==> src/rtl/control_sequencer.sv <==
// control_sequencer: Moore FSM issuing fetch/execute datapath strobes decoded from IR opcode
module control_sequencer (
  input  logic        clock,
  input  logic        reset_n,
  input  logic [31:0] IR,
  input  logic        CON,
  input  logic        mem_done,
  output logic        Gra, Grb, Grc, Rin, Rout, BAout,
  output logic        PCout, PCin, IncPC, MARin, MDRin, MDRout, IRin,
  output logic        Yin, Zin, Zlowout, Cout, CONin,
  output logic        Read, Write,
  output logic [3:0]  alu_op,
  output logic        run
);
  typedef enum logic [3:0] {S_RESET, S_T0, S_T1, S_T2, S_T3, S_T4, S_T5, S_T6, S_T7, S_HALT} state_t;
  state_t state, state_next;
  logic [4:0] op;
  logic is_rr, is_imm, is_ldi, is_ld, is_st, is_br, is_jr, is_halt, is_mem, is_addr;
  logic [3:0] op_alu;
  logic unused_ir;
  assign op        = IR[31:27];
  assign unused_ir = ^IR[26:0];
  assign is_rr     = op inside {5'b00011, 5'b00100, 5'b01001, 5'b01010};
  assign is_imm    = op inside {5'b01011, 5'b01100, 5'b01101};
  assign is_ldi    = op == 5'b00001;
  assign is_ld     = op == 5'b00000;
  assign is_st     = op == 5'b00010;
  assign is_br     = op == 5'b10010;
  assign is_jr     = op == 5'b10100;
  assign is_halt   = op == 5'b11011;
  assign is_mem    = is_ld | is_st;
  assign is_addr   = is_ldi | is_mem;
  assign op_alu    = (op == 5'b00100) ? 4'd1 :
                     (op inside {5'b01001, 5'b01100}) ? 4'd2 :
                     (op inside {5'b01010, 5'b01101}) ? 4'd3 : 4'd0;
  always_ff @(posedge clock or negedge reset_n)
    if (!reset_n) state <= S_RESET;
    else          state <= state_next;
  always_comb begin
    state_next = state;
    {Gra, Grb, Grc, Rin, Rout, BAout, PCout, PCin, IncPC, MARin} = '0;
    {MDRin, MDRout, IRin, Yin, Zin, Zlowout, Cout, CONin, Read, Write} = '0;
    alu_op = 4'd0;
    run    = (state != S_RESET) && (state != S_HALT);
    case (state)
      S_RESET: state_next = S_T0;
      S_T0: begin
        {PCout, MARin, IncPC} = 3'b111;
        state_next = S_T1;
      end
      S_T1: begin
        {Read, MDRin} = 2'b11;
        state_next = mem_done ? S_T2 : S_T1;
      end
      S_T2: begin
        {MDRout, IRin} = 2'b11;
        state_next = S_T3;
      end
      S_T3: begin
        Grb   = is_rr | is_imm | is_addr;
        Gra   = is_br | is_jr;
        Rout  = is_rr | is_imm | is_br | is_jr;
        BAout = is_addr;
        Yin   = is_rr | is_imm | is_addr;
        CONin = is_br;
        PCin  = is_jr;
        state_next = is_halt ? S_HALT : (is_rr | is_imm | is_addr | is_br) ? S_T4 : S_T0;
      end
      S_T4: begin
        Grc    = is_rr;
        Rout   = is_rr;
        Cout   = is_imm | is_addr;
        Zin    = is_rr | is_imm | is_addr;
        alu_op = (is_rr | is_imm) ? op_alu : 4'd0;
        PCout  = is_br;
        Yin    = is_br;
        state_next = S_T5;
      end
      S_T5: begin
        Zlowout = is_rr | is_imm | is_addr;
        Gra     = is_rr | is_imm | is_ldi;
        Rin     = is_rr | is_imm | is_ldi;
        MARin   = is_mem;
        Cout    = is_br;
        Zin     = is_br;
        state_next = (is_mem | is_br) ? S_T6 : S_T0;
      end
      S_T6: begin
        Read    = is_ld;
        MDRin   = is_ld | is_st;
        Gra     = is_st;
        Rout    = is_st;
        Zlowout = is_br;
        PCin    = is_br & CON;
        state_next = is_ld ? (mem_done ? S_T7 : S_T6) : is_st ? S_T7 : S_T0;
      end
      S_T7: begin
        MDRout = is_ld;
        Gra    = is_ld;
        Rin    = is_ld;
        Write  = is_st;
        state_next = (is_st && !mem_done) ? S_T7 : S_T0;
      end
      S_HALT: state_next = S_HALT;
      default: state_next = S_RESET;
    endcase
  end
endmodule

==> config.mk <==
export PLATFORM = sky130hd
export DESIGN_NAME = control_sequencer
export DESIGN_NICKNAME = d
export VERILOG_FILES = /design/src/rtl/control_sequencer.sv
export SDC_FILE = /design/constraint.sdc
export NUM_CORES = 1
export LEC_CHECK = 0
export ABC_AREA = 1
export CAP_MARGIN = 20
export CORE_MARGIN = 3
export CORE_UTILIZATION = 35
export DETAILED_ROUTE_END_ITERATION = 7
export PLACE_DENSITY = 0.88
export SETUP_SLACK_MARGIN = 0.1
export SYNTH_ARGS = -nofsm -noshare
export SYNTH_HDL_FRONTEND = slang
export SYNTH_SLANG_ARGS = --single-unit
==> constraint.sdc <==
create_clock -name clock -period 3.2 [get_ports clock]
set_input_delay 0.8 -clock clock [delete_from_list [all_inputs] [get_ports clock]]
set_output_delay 0.8 -clock clock [all_outputs]
set_load 0.03 [all_outputs]
==> reports/summary.txt <==
outcome: finished, final reports clean
Antenna Cells: 0
Fin Setup TNS: 0 ps
layout cells sized above 1: 32.1%
Synth Cell Area: 734 um^2
post-route ant nets: 0
DR top layer: met4
max FFs per register: 4
final period utilization: 90.2%
H-tree levels: 1
CP Max Fanout: 4
largest net degree at the start of global routing: 10
overall routed net length: 2.19 mm
post-route minimum period: 2890 ps
biggest regs: state (4)
hold-critical path depth: 3
Die ar.: 2680 um^2
Max Buffers Root-to-Sink: 2
Sink Count: 4
Syn Area/Cell: 5.44 um^2
Vias/cell: 5.22
ys async rst share: 100%
Most flops, register: state
Mapped Cells: 135
Post-CTS Setup Bufs: 0
Max Fclk: 346 MHz
top cell type's share of synthesized area: 17.4%
count leader, synth: nand2_1
met3 WL: 194 um
Reg clk slew, reported paths: 40 ps
# hold bufs at CTS: 0
first-pass GRT wire length: 3.57 mm
sequential fraction of the synthesis area: 13.6%
total core area: 1860 um^2
initial antenna violation count: 0
unrepaired setup endpoints after global routing: false
NumNets Final: 206
Iter 0 DRT Violations: 42
r2r endpoint: state[2]$_DFF_PN0_
CTS buffer count: 3
DP Worst Slack: 75.8 ps
top cells by area, synth: nand2_1 (17%), dfrtp_1 (14%), nand3_1 (12%)
endpoints failing setup: 0
Crit Path Category: primary input to primary output
Remaining Overflow, GRT: 0
max-cap violation count: 0
Layout area overhead: 44.6%
vias in the first global route: 910
Worst setup SP type: primary input
Die H: 51.8 um
DRC Markers: 0
initial core utilization: 39.5%
wl on met1: 913 um
Critical Path RT: 2400 ps
crit end category: primary output
Clock Skew: 7.77 ps
wire per inst: 11.4 um
HP Start: state[3]$_DFF_PN0_
Pre-antenna DRT Iters: 4
RePlAce Congestion: 0.884
Setup crit start: IR[27]
All-Layer GR Usage: 17.4%
clock root buffer master: clkbuf_4
number of top-level design ports: 61
number of flops mapped to enable cells by yosys: 0
P_leak: 0.000656 uW
Slew Limit Fails: 0
number of port buffers: 31
R2R cell count: 7
CTS tree: done
HP Class: flop to flop
DP HPWL: 1.86 mm
PwrDens: 574 nW/um^2
Top FF cell, synth: dfrtp_1
Clk Latency, worst-skew pair: 250 ps
DR vias: 1,008
Hold Vio Cnt, Final: 0
setup slack after layout: 313 ps
r2r setup slk: 1850 ps
Synthesis Warnings: 0
Netlist cell types: 23
most frequent cells after synthesis: nand2_1 (34), nand3_1 (18), inv_1 (17)
r2r startpoint: state[3]$_DFF_PN0_
num rows: 15
WP data arrival: 2090 ps
Hold Path End: state[1]$_DFF_PN0_
Max VDD drop: 0.391 mV
wire length on met2: 1.01 mm
most area-hungry cell type in the Yosys netlist: nand2_1
synthesized flop and latch total: 4
die width: 51.8 um
==> final cells by class <==
type | count | area [um^2]
fillers | 187 | 796
multi-input cells | 103 | 538
repair buffers | 31 | 269
inverters | 27 | 101
flip-flops and latches | 4 | 100
well taps | 25 | 31.3
clock buffers | 3 | 22.5
==> report_power, final <==
part	internal, uW	total, uW	leakage, uW	switching [uW]
Sequential	69.2	98.3	0.0000513	29.1
Combinational	150	444	0.000590	294
Clock	42.3	67.9	0.0000138	25.6
Total	261	610	0.000656	349
==> critical path, stage by stage <==
cell and delay (ps):
dlygate4sd2_1 290, nor2_1 270, nand3_1 160, nand2_2 110, nor2_4 50, nand3_2 80, nand2_1 50, o21ai_1 90
buf_4 180
==> per-layer routing <==
layer / track usage (%) / vias up
met5: 0 / -
met3: 0.860 / 8
met1: 21.1 / 439
met2: 30.1 / 65
li1: - / 496
met4: 10.0 / 0
==> timing repair <==
action,CTS,global route
resized for setup,2,6
endpoints found under the setup margin,4,13
hold endpoints to repair,0,0
==> metrics by stage <==
step / utilization [%] / area (um^2) / power [uW] / instances / hold WS [ps]
finish: 57.2 / 1060 / 610 / 193 / 680
global route: 57.2 / 1060 / 653 / 193 / 735
CTS: 56.0 / 1040 / 607 / 193 / 652
detailed placement: 54.6 / 1010 / 536 / 190 / 661
global placement: 54.6 / 1010 / 530 / 190 / 649
floorplan: - / 738 / 390 / 136 / 504
==> cell families after synthesis <==
group	count (synthesis)	synth area share, %
flip-flops	4	13.6
buffers and inverters	29	15.8
other	1	0.511
AO/OA/AOI/OAI	10	8.18
AND/OR/NAND/NOR	91	61.8
==> how the worst max path moves through the flow <==
| stage | to | slack (ps) | cells after the start |
|---|---|---|---|
| after floorplan | Write | 300 | 5 |
| after global placement | Zlowout | 120 | 10 |
| after detailed placement | Zlowout | 80 | 10 |
| after CTS | Write | 110 | 7 |
| after global routing | Gra | 200 | 10 |
| final | Zlowout | 310 | 9 |
==> placed cells by master (no fill, tap or decap), types with 2 or more instances in the layout <==
master,count
dlymetal6s2s_1,4
nor3_1,2
a21oi_1,2
o21ai_1,3
conb_1,2
nand2_1,34
nor3_2,3
o21ai_0,2
clkdlybuf4s50_1,6
dfrtp_1,4
buf_4,20
inv_1,17
clkbuf_4,3
nand3_2,3
nor2_1,13
nand3_1,18
nor2_2,5
inv_2,10
nand4_1,3
nor2_4,3
nand2_2,5
Note: power is estimated with default switching activity, not from simulation.
